## src/rtl/morse_letter_tx_if.sv

```systemverilog
// Letter-in / serial-out bundle for morse_letter_tx.
// master drives letters toward the transmitter; slave is the transmitter.
interface morse_letter_tx_if #(
    parameter int WIDTH = 8,
    parameter int DEPTH = 8
) ();
    logic [WIDTH-1:0]         letter;
    logic                     done;
    logic                     tx;
    logic                     busy;
    logic [$clog2(DEPTH):0]   fill;
    logic                     overflow;

    modport master (
        output letter, done,
        input  tx, busy, fill, overflow
    );

    modport slave (
        input  letter, done,
        output tx, busy, fill, overflow
    );
endinterface

```

## src/rtl/morse_letter_tx.sv

```systemverilog
// Queues decoded Morse letters and sends them as UART frames on tx.
// Define MORSE_TX_PARITY_EN to add an even-parity bit before the stop bit.
module morse_letter_tx #(
    parameter int WIDTH        = 8,
    parameter int DEPTH        = 8,
    parameter int CLKS_PER_BIT = 434
) (
    input  logic             clk,
    input  logic             reset,
    morse_letter_tx_if.slave bus
);
    localparam int AW = $clog2(DEPTH);
    localparam int FW = AW + 1;
    localparam int TW = $clog2(CLKS_PER_BIT);
    localparam int CW = $clog2(WIDTH + 1);
    localparam logic [FW-1:0] FULL   = FW'(DEPTH);
    localparam logic [TW-1:0] T_LAST = TW'(CLKS_PER_BIT - 1);
    localparam logic [CW-1:0] B_LAST = CW'(WIDTH - 1);

`ifdef MORSE_TX_PARITY_EN
    typedef enum logic [2:0] {IDLE, START, DATA, PARITY, STOP} state_t;
`else
    typedef enum logic [1:0] {IDLE, START, DATA, STOP} state_t;
`endif

    state_t           state_q, state_d;
    logic             done_q, done_d;
    logic [WIDTH-1:0] mem_q [DEPTH];
    logic [WIDTH-1:0] mem_d [DEPTH];
    logic [AW-1:0]    wr_ptr_q, wr_ptr_d;
    logic [AW-1:0]    rd_ptr_q, rd_ptr_d;
    logic [FW-1:0]    fill_q, fill_d;
    logic             overflow_q, overflow_d;
    logic [WIDTH-1:0] shift_q, shift_d;
    logic [CW-1:0]    bit_q, bit_d;
    logic [TW-1:0]    timer_q, timer_d;
    logic             tx_q, tx_d;
    logic             busy_q, busy_d;
`ifdef MORSE_TX_PARITY_EN
    logic             par_q, par_d;
`endif

    logic capture;
    logic pop;
    logic accept;
    logic tick;

    always_comb begin
        state_d    = state_q;
        done_d     = bus.done;
        mem_d      = mem_q;
        wr_ptr_d   = wr_ptr_q;
        rd_ptr_d   = rd_ptr_q;
        fill_d     = fill_q;
        overflow_d = overflow_q;
        shift_d    = shift_q;
        bit_d      = bit_q;
        timer_d    = timer_q + 1'b1;
        tx_d       = tx_q;
        busy_d     = busy_q;
`ifdef MORSE_TX_PARITY_EN
        par_d      = par_q;
`endif

        capture = bus.done & ~done_q;
        pop     = (state_q == IDLE) && (fill_q != '0);
        accept  = capture && ((fill_q != FULL) || pop);
        tick    = (timer_q == T_LAST);

        if (accept) begin
            mem_d[wr_ptr_q] = bus.letter;
            wr_ptr_d        = wr_ptr_q + 1'b1;
        end else if (capture) begin
            overflow_d = 1'b1;
        end

        if (accept && !pop)
            fill_d = fill_q + 1'b1;
        else if (pop && !accept)
            fill_d = fill_q - 1'b1;

        unique case (state_q)
            IDLE: begin
                timer_d = '0;
                if (pop) begin
                    shift_d  = mem_q[rd_ptr_q];
                    rd_ptr_d = rd_ptr_q + 1'b1;
                    bit_d    = '0;
                    state_d  = START;
                    tx_d     = 1'b0;
                    busy_d   = 1'b1;
`ifdef MORSE_TX_PARITY_EN
                    par_d    = ^mem_q[rd_ptr_q];
`endif
                end
            end
            START: begin
                if (tick) begin
                    timer_d = '0;
                    state_d = DATA;
                    tx_d    = shift_q[0];
                end
            end
            DATA: begin
                if (tick) begin
                    timer_d = '0;
                    if (bit_q == B_LAST) begin
`ifdef MORSE_TX_PARITY_EN
                        state_d = PARITY;
                        tx_d    = par_q;
`else
                        state_d = STOP;
                        tx_d    = 1'b1;
`endif
                    end else begin
                        shift_d = shift_q >> 1;
                        tx_d    = shift_d[0];
                        bit_d   = bit_q + 1'b1;
                    end
                end
            end
`ifdef MORSE_TX_PARITY_EN
            PARITY: begin
                if (tick) begin
                    timer_d = '0;
                    state_d = STOP;
                    tx_d    = 1'b1;
                end
            end
`endif
            STOP: begin
                if (tick) begin
                    timer_d = '0;
                    state_d = IDLE;
                    tx_d    = 1'b1;
                    busy_d  = 1'b0;
                end
            end
            default: begin
                state_d = IDLE;
                tx_d    = 1'b1;
                busy_d  = 1'b0;
            end
        endcase
    end

    always_ff @(posedge clk) begin
        mem_q <= mem_d;
        if (reset) begin
            state_q    <= IDLE;
            done_q     <= 1'b1;
            wr_ptr_q   <= '0;
            rd_ptr_q   <= '0;
            fill_q     <= '0;
            overflow_q <= 1'b0;
            shift_q    <= '0;
            bit_q      <= '0;
            timer_q    <= '0;
            tx_q       <= 1'b1;
            busy_q     <= 1'b0;
`ifdef MORSE_TX_PARITY_EN
            par_q      <= 1'b0;
`endif
        end else begin
            state_q    <= state_d;
            done_q     <= done_d;
            wr_ptr_q   <= wr_ptr_d;
            rd_ptr_q   <= rd_ptr_d;
            fill_q     <= fill_d;
            overflow_q <= overflow_d;
            shift_q    <= shift_d;
            bit_q      <= bit_d;
            timer_q    <= timer_d;
            tx_q       <= tx_d;
            busy_q     <= busy_d;
`ifdef MORSE_TX_PARITY_EN
            par_q      <= par_d;
`endif
        end
    end

    assign bus.tx       = tx_q;
    assign bus.busy     = busy_q;
    assign bus.fill     = fill_q;
    assign bus.overflow = overflow_q;
endmodule

```

## src/flat_wrapper.sv

```systemverilog
// flat-port wrapper written by rule: the top's interface ports become plain ports
module morse_letter_tx_flat 
#(
    parameter int WIDTH        = 8,
    parameter int DEPTH        = 8,
    parameter int CLKS_PER_BIT = 434
)
  (clk, reset, bus_letter, bus_done, bus_tx, bus_busy, bus_fill, bus_overflow);
  morse_letter_tx_if #(.WIDTH(WIDTH), .DEPTH(DEPTH)) bus_i ();
  input  logic clk;
  input  logic reset;
  input wire logic [$bits(bus_i.letter)-1:0] bus_letter;
  input wire logic [$bits(bus_i.done)-1:0] bus_done;
  output wire logic [$bits(bus_i.tx)-1:0] bus_tx;
  output wire logic [$bits(bus_i.busy)-1:0] bus_busy;
  output wire logic [$bits(bus_i.fill)-1:0] bus_fill;
  output wire logic [$bits(bus_i.overflow)-1:0] bus_overflow;
  assign bus_i.letter = bus_letter;
  assign bus_i.done = bus_done;
  assign bus_tx = bus_i.tx;
  assign bus_busy = bus_i.busy;
  assign bus_fill = bus_i.fill;
  assign bus_overflow = bus_i.overflow;
  morse_letter_tx #(.WIDTH(WIDTH), .DEPTH(DEPTH), .CLKS_PER_BIT(CLKS_PER_BIT)) u_core (.clk(clk), .reset(reset), .bus(bus_i));
endmodule
```

## config.mk

```make
export PLATFORM = sky130hd
export DESIGN_NAME = morse_letter_tx_flat
export DESIGN_NICKNAME = d
export VERILOG_FILES = /design/src/rtl/morse_letter_tx_if.sv /design/src/rtl/morse_letter_tx.sv /design/src/flat_wrapper.sv
export SDC_FILE = /design/constraint.sdc
export NUM_CORES = 1
export LEC_CHECK = 0
export BUFFER_PORTS_ARGS = -buffer_cell sky130_fd_sc_hd__buf_2
export CAP_MARGIN = 20
export CORE_ASPECT_RATIO = 1.5
export CORE_UTILIZATION = 50
export DETAILED_ROUTE_END_ITERATION = 10
export PLACE_DENSITY = 0.77
export SLEW_MARGIN = 30
export SYNTH_ARGS = -nofsm -noshare
export SYNTH_HDL_FRONTEND = slang
export SYNTH_SLANG_ARGS = --single-unit
```

## constraint.sdc

```tcl
create_clock -name clk -period 3.3 [get_ports clk]
set_input_delay 0.66 -clock clk [delete_from_list [all_inputs] [get_ports clk]]
set_output_delay 0.66 -clock clk [all_outputs]
set_load 0.01 [all_outputs]
```

* Yosys cells after proc, flatten, opt, wreduce, memory -nomap -nowiden
Cells that the tools add are included.
** Storage, ports and cells
- Flip-flop bits (word level) :: 101
- Bits in latches :: 0
- RAM bits :: 0
- Memory bits (read-only) :: 0
- Bits of input ports :: 11
- Logic and storage cells :: 98
- Memories kept :: 0
** Cells by class
- $add $sub $neg :: 6
- Multiply operators :: 0
- Div/mod/pow operators :: 0
- $lt $le $gt $ge :: 3
- Equal/unequal tests :: 12
- Shifts and indexed selects :: 0
- Mux-type cells :: 33
- Bitwise gates (word level) :: 5
- Reductions and logical operators :: 20
** Operators with widths (count)
- bitwise mux 64 bit :: 1
- 2-to-1 mux 8 bit :: 6
- binary-select mux 8 bit (select 3 bit) :: 1
- demux 8 bit (select 3 bit) :: 1
- 2-to-1 mux 4 bit :: 5
- case mux 9 bit (2 select lines) :: 1
- case mux 8 bit (2 select lines) :: 1
- 2-to-1 mux 2 bit :: 5
- inequality test 2 x 1 -> 1 bit, second input constant :: 5
- adder 9 x 1 -> 9 bit, second input constant :: 1
- equality test 9 bit, second input constant :: 1
- 2-to-1 mux 9 bit :: 1
- adder 4 x 1 -> 4 bit, second input constant :: 2
- greater-or-equal comparator 4 bit, second input constant :: 2
- NOT 3 -> 4 bit :: 2
- case mux 2 bit (4 select lines) :: 1
- case mux 4 bit (2 select lines) :: 1
- AND reduction 4 bit :: 2
- 2-to-1 mux 1 bit :: 7
- adder 3 x 1 -> 3 bit, second input constant :: 2
- nonzero test 2 bit :: 3
- logical AND 1 bit :: 5
- AND reduction 5 bit :: 1
- equality test 2 bit, second input constant :: 2
- other kinds (17) :: 20

* Longest topological paths before layout
- Depth after elaboration :: 8
- Mapped depth :: 13
- Mapped depth without buffers :: 12

* Worst setup path before layout
No wires, ideal clock.
- Path type :: reg2reg
- Start :: register u_core.state_q[0]
- End :: register u_core.fill_q[3], in the netlist u_core.bus.fill[3]
- Data arrival time :: 2.731 ns
- Required time :: 3.179 ns
- Slack :: 0.448 ns
- Cell stages (with the launch flop) :: 14
- Period minus slack after synthesis :: 2.852 ns
- Path through :: dfxtp_1 inv_1 ha_1 buf_6 nor4_1 a21bo_1 inv_1 ha_1 inv_1 ha_1 a21o_1 a21oi_1 mux2i_1 mux2_2
** On the way
- Longest elaborated chain between the ends :: 7
** RTL lines
- from (decl) :: RTL line morse_letter_tx.sv:26 : state_t state_q, state_d;
- from (signal assigned) :: RTL line morse_letter_tx.sv:165 : state_q <= state_d;
- zero test 2 bit (*) :: RTL line morse_letter_tx.sv:66 : pop = (state_q == IDLE) && (fill_q != '0);
- logical AND 1 bit (*) :: RTL line morse_letter_tx.sv:66
- logical OR 1 bit (*) :: RTL line morse_letter_tx.sv:67 : accept = capture && ((fill_q != FULL) || pop);
- logical AND 1 bit (*) :: RTL line morse_letter_tx.sv:67
- net u_core.accept :: RTL line morse_letter_tx.sv:45 : logic accept;
- zero test 1 bit :: RTL line morse_letter_tx.sv:79 : else if (pop && !accept)
- logical AND 1 bit :: RTL line morse_letter_tx.sv:79
- nonzero test 2 bit (no source line)
- to (signal assigned) :: RTL line morse_letter_tx.sv:169 : fill_q <= fill_d;
- to (decl) :: RTL line morse_letter_tx.sv:32 : logic [FW-1:0] fill_q, fill_d;
Mark *: on every way through the listed nets, which the timed path passes. The rest lies on a longest branch.
A chain may end at the register's enable or synchronous reset.

* Worst setup path in the final report
Ends and elaborated chain as after synthesis.

==> impl_metrics.tcl <==
set metrics [dict create \
    period_share 0.8933 \
    die_area_um2 9073 \
    fp-row-count 41 \
    worstPathRequired_ps 3530 \
    dr.pass1.iters 5 \
    fin_skew_ps 7.205 \
    hpwlAfterDp_mm 5.366 \
    max_freq_ghz 0.3392 \
    synth.distinct_cells 54 \
    fin_nets 380 \
    drive_above_1_share 0.1773 \
    start_util 0.5164 \
    clk_path_buf_depth 2 \
    fin_util 0.5790 \
    ctsHoldBuffers 0 \
    syn2layout_area_growth_pct 12.13 \
    synth_top_flop_cell "edfxtp_1" \
    p_leak_nw 1.650 \
    pre_cts_ws_ps 280.3 \
    synth_top_area_cell "edfxtp_1" \
    grt_pass1_wl_mm 12.70 \
    post_cts_buffers 0 \
    vias 2650 \
    yosys.area.top_type_share 0.4424 \
    cts_root_buf "clkbuf_16" \
    antenna_cells 0 \
    critPathMaxFanout 8 \
    track_usage 0.1895 \
    synth_fp_nets 354 \
    routedWlPerCell_um 16.77 \
    crit_slowest_cell "dfxtp_1" \
    drt-initial-drc-count 143 \
    layout_setup_ws_ps 352.2 \
    drc_errors 0 \
    htreeDepth 3 \
    finalSetupViolCount 0 \
    hold_path.class "reg -> reg" \
    cts_tree "done" \
    grt_max_degree 30 \
    die_width_um 78.11 \
    ys_seq_elements 101 \
    multi_input_area_um2 1569 \
    cts_buffers 9 \
    antenna_left 0 \
    drt-total-wl_mm 7.848 \
    grt_overflow 0 \
    ios 18 \
    rsz0062_at_grt "no" \
    yosys_warnings 0 \
    cellPowerDensity_nw_per_um2 732.3 \
    finalHoldViolations 0 \
    ys_top_cells_by_area "edfxtp_1 (44%), dfxtp_1 (17%), mux4_2 (4.7%)" \
    seq_area_frac_synth 0.6129 \
    final_cell_mix "edfxtp_1 (64), dfxtp_1 (37), nor2_1 (32)" \
    synth_edf_count 64 \
    path_clk_slew_ps 70 \
    final_common_cell "edfxtp_1" \
    nFillCells 683 \
    die_h_um 116.2 \
    max_stage_delay_ps 390 \
    cp-end-kind "flop" \
    coreArea_um2 8413 \
    io_buffers 17 \
    syn_inst 330 \
    max-slew-margin-rel 0.4062 \
    min_period_ps 2948 \
    path_cells "inv_1 > ha_1 > nor4_2 > a21bo_1 > inv_1 > ha_1 > inv_1 > ha_1 > a21o_1 > a21oi_1 > mux2i_1 > mux2_2" \
    place.gp.congestion 0.8325 \
    netlist_area_um2 4344 \
    cp-start-kind "flop" \
    peakVddDrop_v 0.0004974 \
    antenna_found_initial 0 \
    viasPerCell 5.662 \
    worstPathArrival_ps 3180 \
    tightest_slew_ps 890.7 \
    drv_cap 0 \
    tns_ps 0 \
    synthArstFlopShare 0 \
    outcome "finished clean" \
    insertion_delay_ps 340 \
    cts_sinks 101 \
    grt_pass1_vias 2612 \
    seq_area_um2 2663 \
    drv_slew 0 \
    crit_type "reg -> reg" \
    avgSynthCellArea_um2 13.16 \
]
## synth_stat cells, drive strengths merged, types with 2 or more instances
| cell type | n |
|---|---|
| nand2 | 20 |
| inv | 11 |
| a31oi | 3 |
| nor2 | 32 |
| edfxtp | 64 |
| nor2b | 4 |
| nor3 | 5 |
| mux2 | 2 |
| or3 | 2 |
| dfxtp | 37 |
| xor2 | 2 |
| nor4 | 3 |
| or4 | 2 |
| mux2i | 17 |
| clkbuf | 6 |
| mux4 | 9 |
| nand2b | 2 |
| a211oi | 2 |
| o21ai | 16 |
| a221oi | 7 |
| ha | 12 |
| xnor2 | 10 |
| a311oi | 7 |
| nand4 | 3 |
| buf | 6 |
| nand3 | 6 |
| a21oi | 20 |
## flip-flops by register name, indices dropped and copies added (netlist names), 2 cells and up
| register | flops |
|---|---|
| u_core.bit_q | 4 |
| u_core.timer_q | 9 |
| u_core.wr_ptr_q | 3 |
| u_core.bus.fill | 4 |
| u_core.rd_ptr_q | 3 |
| u_core.mem_q | 64 |
| u_core.state_q | 2 |
| u_core.shift_q | 8 |
## cells by family after synthesis
group,share of synthesized area
mux,0.09101
flops,0.6129
fa+ha+maj,0.03917
buf+inv,0.02736
xor+xnor,0.02419
compound gates,0.1028
simple gates,0.1025
## path summary, 6_finish.rpt
path                            from            endpoint  slack, ps  depth (start not counted)
setup reg to reg   u_core.state_q[0]  u_core.bus.fill[3]        350                         12
hold / removal    u_core.rd_ptr_q[1]  u_core.rd_ptr_q[1]        470                          2
hold reg to reg   u_core.rd_ptr_q[1]  u_core.rd_ptr_q[1]        470                          2
setup / recovery   u_core.state_q[0]  u_core.bus.fill[3]        350                         12
## layout make-up
| cell class | instances | share of cell area |
|---|---|---|
| Clock buffer | 9 | 0.04624 |
| Sequential cell | 101 | 0.5466 |
| Clock inverter | 7 | 0.01541 |
| Tap cell | 107 | 0.02749 |
| Multi-Input combinational cell | 205 | 0.3221 |
| Timing Repair Buffer | 27 | 0.03288 |
| Inverter | 12 | 0.009247 |
## routing by layer
metal,global-route usage,part of all wire
met1,0.2090,0.41
met2,0.3444,0.54
met3,0.04297,0.027
met4,0.09012,0.021
met5,0,0
## metrics by stage
step	instance area [um^2]	instances	hold WS, ps	power [mW]
2_1_floorplan	4344	330	444.9	2.336
3_3_place_gp	4564	452	450.8	2.512
3_5_place_dp	4564	452	455.5	2.551
4_1_cts	4865	468	466.3	3.583
5_1_grt	4871	468	500.3	3.753
6_report	4871	468	465.8	3.567
## power by group
part	internal, mW	total [mW]	switching (mW)
Sequential	1.44	1.56	0.120
Combinational	0.444	0.965	0.521
Clock	0.590	1.04	0.449
## critical path, delay by kind of cell, from the launching register on
family / cells / cell delay [ps]
AND/OR/NAND/NOR: 1 / 230
multiplexers: 2 / 550
AO/OA/AOI/OAI: 3 / 620
flip-flops: 1 / 390
adder cells (fa/ha/maj): 3 / 710
buffers and inverters: 3 / 350
## what timing repair did
item                       in CTS  in global routing
hold endpoints to repair        0                  0
resized for setup               0                  1
setup endpoints to repair       0                  1
(Power assumes the default switching activity.)
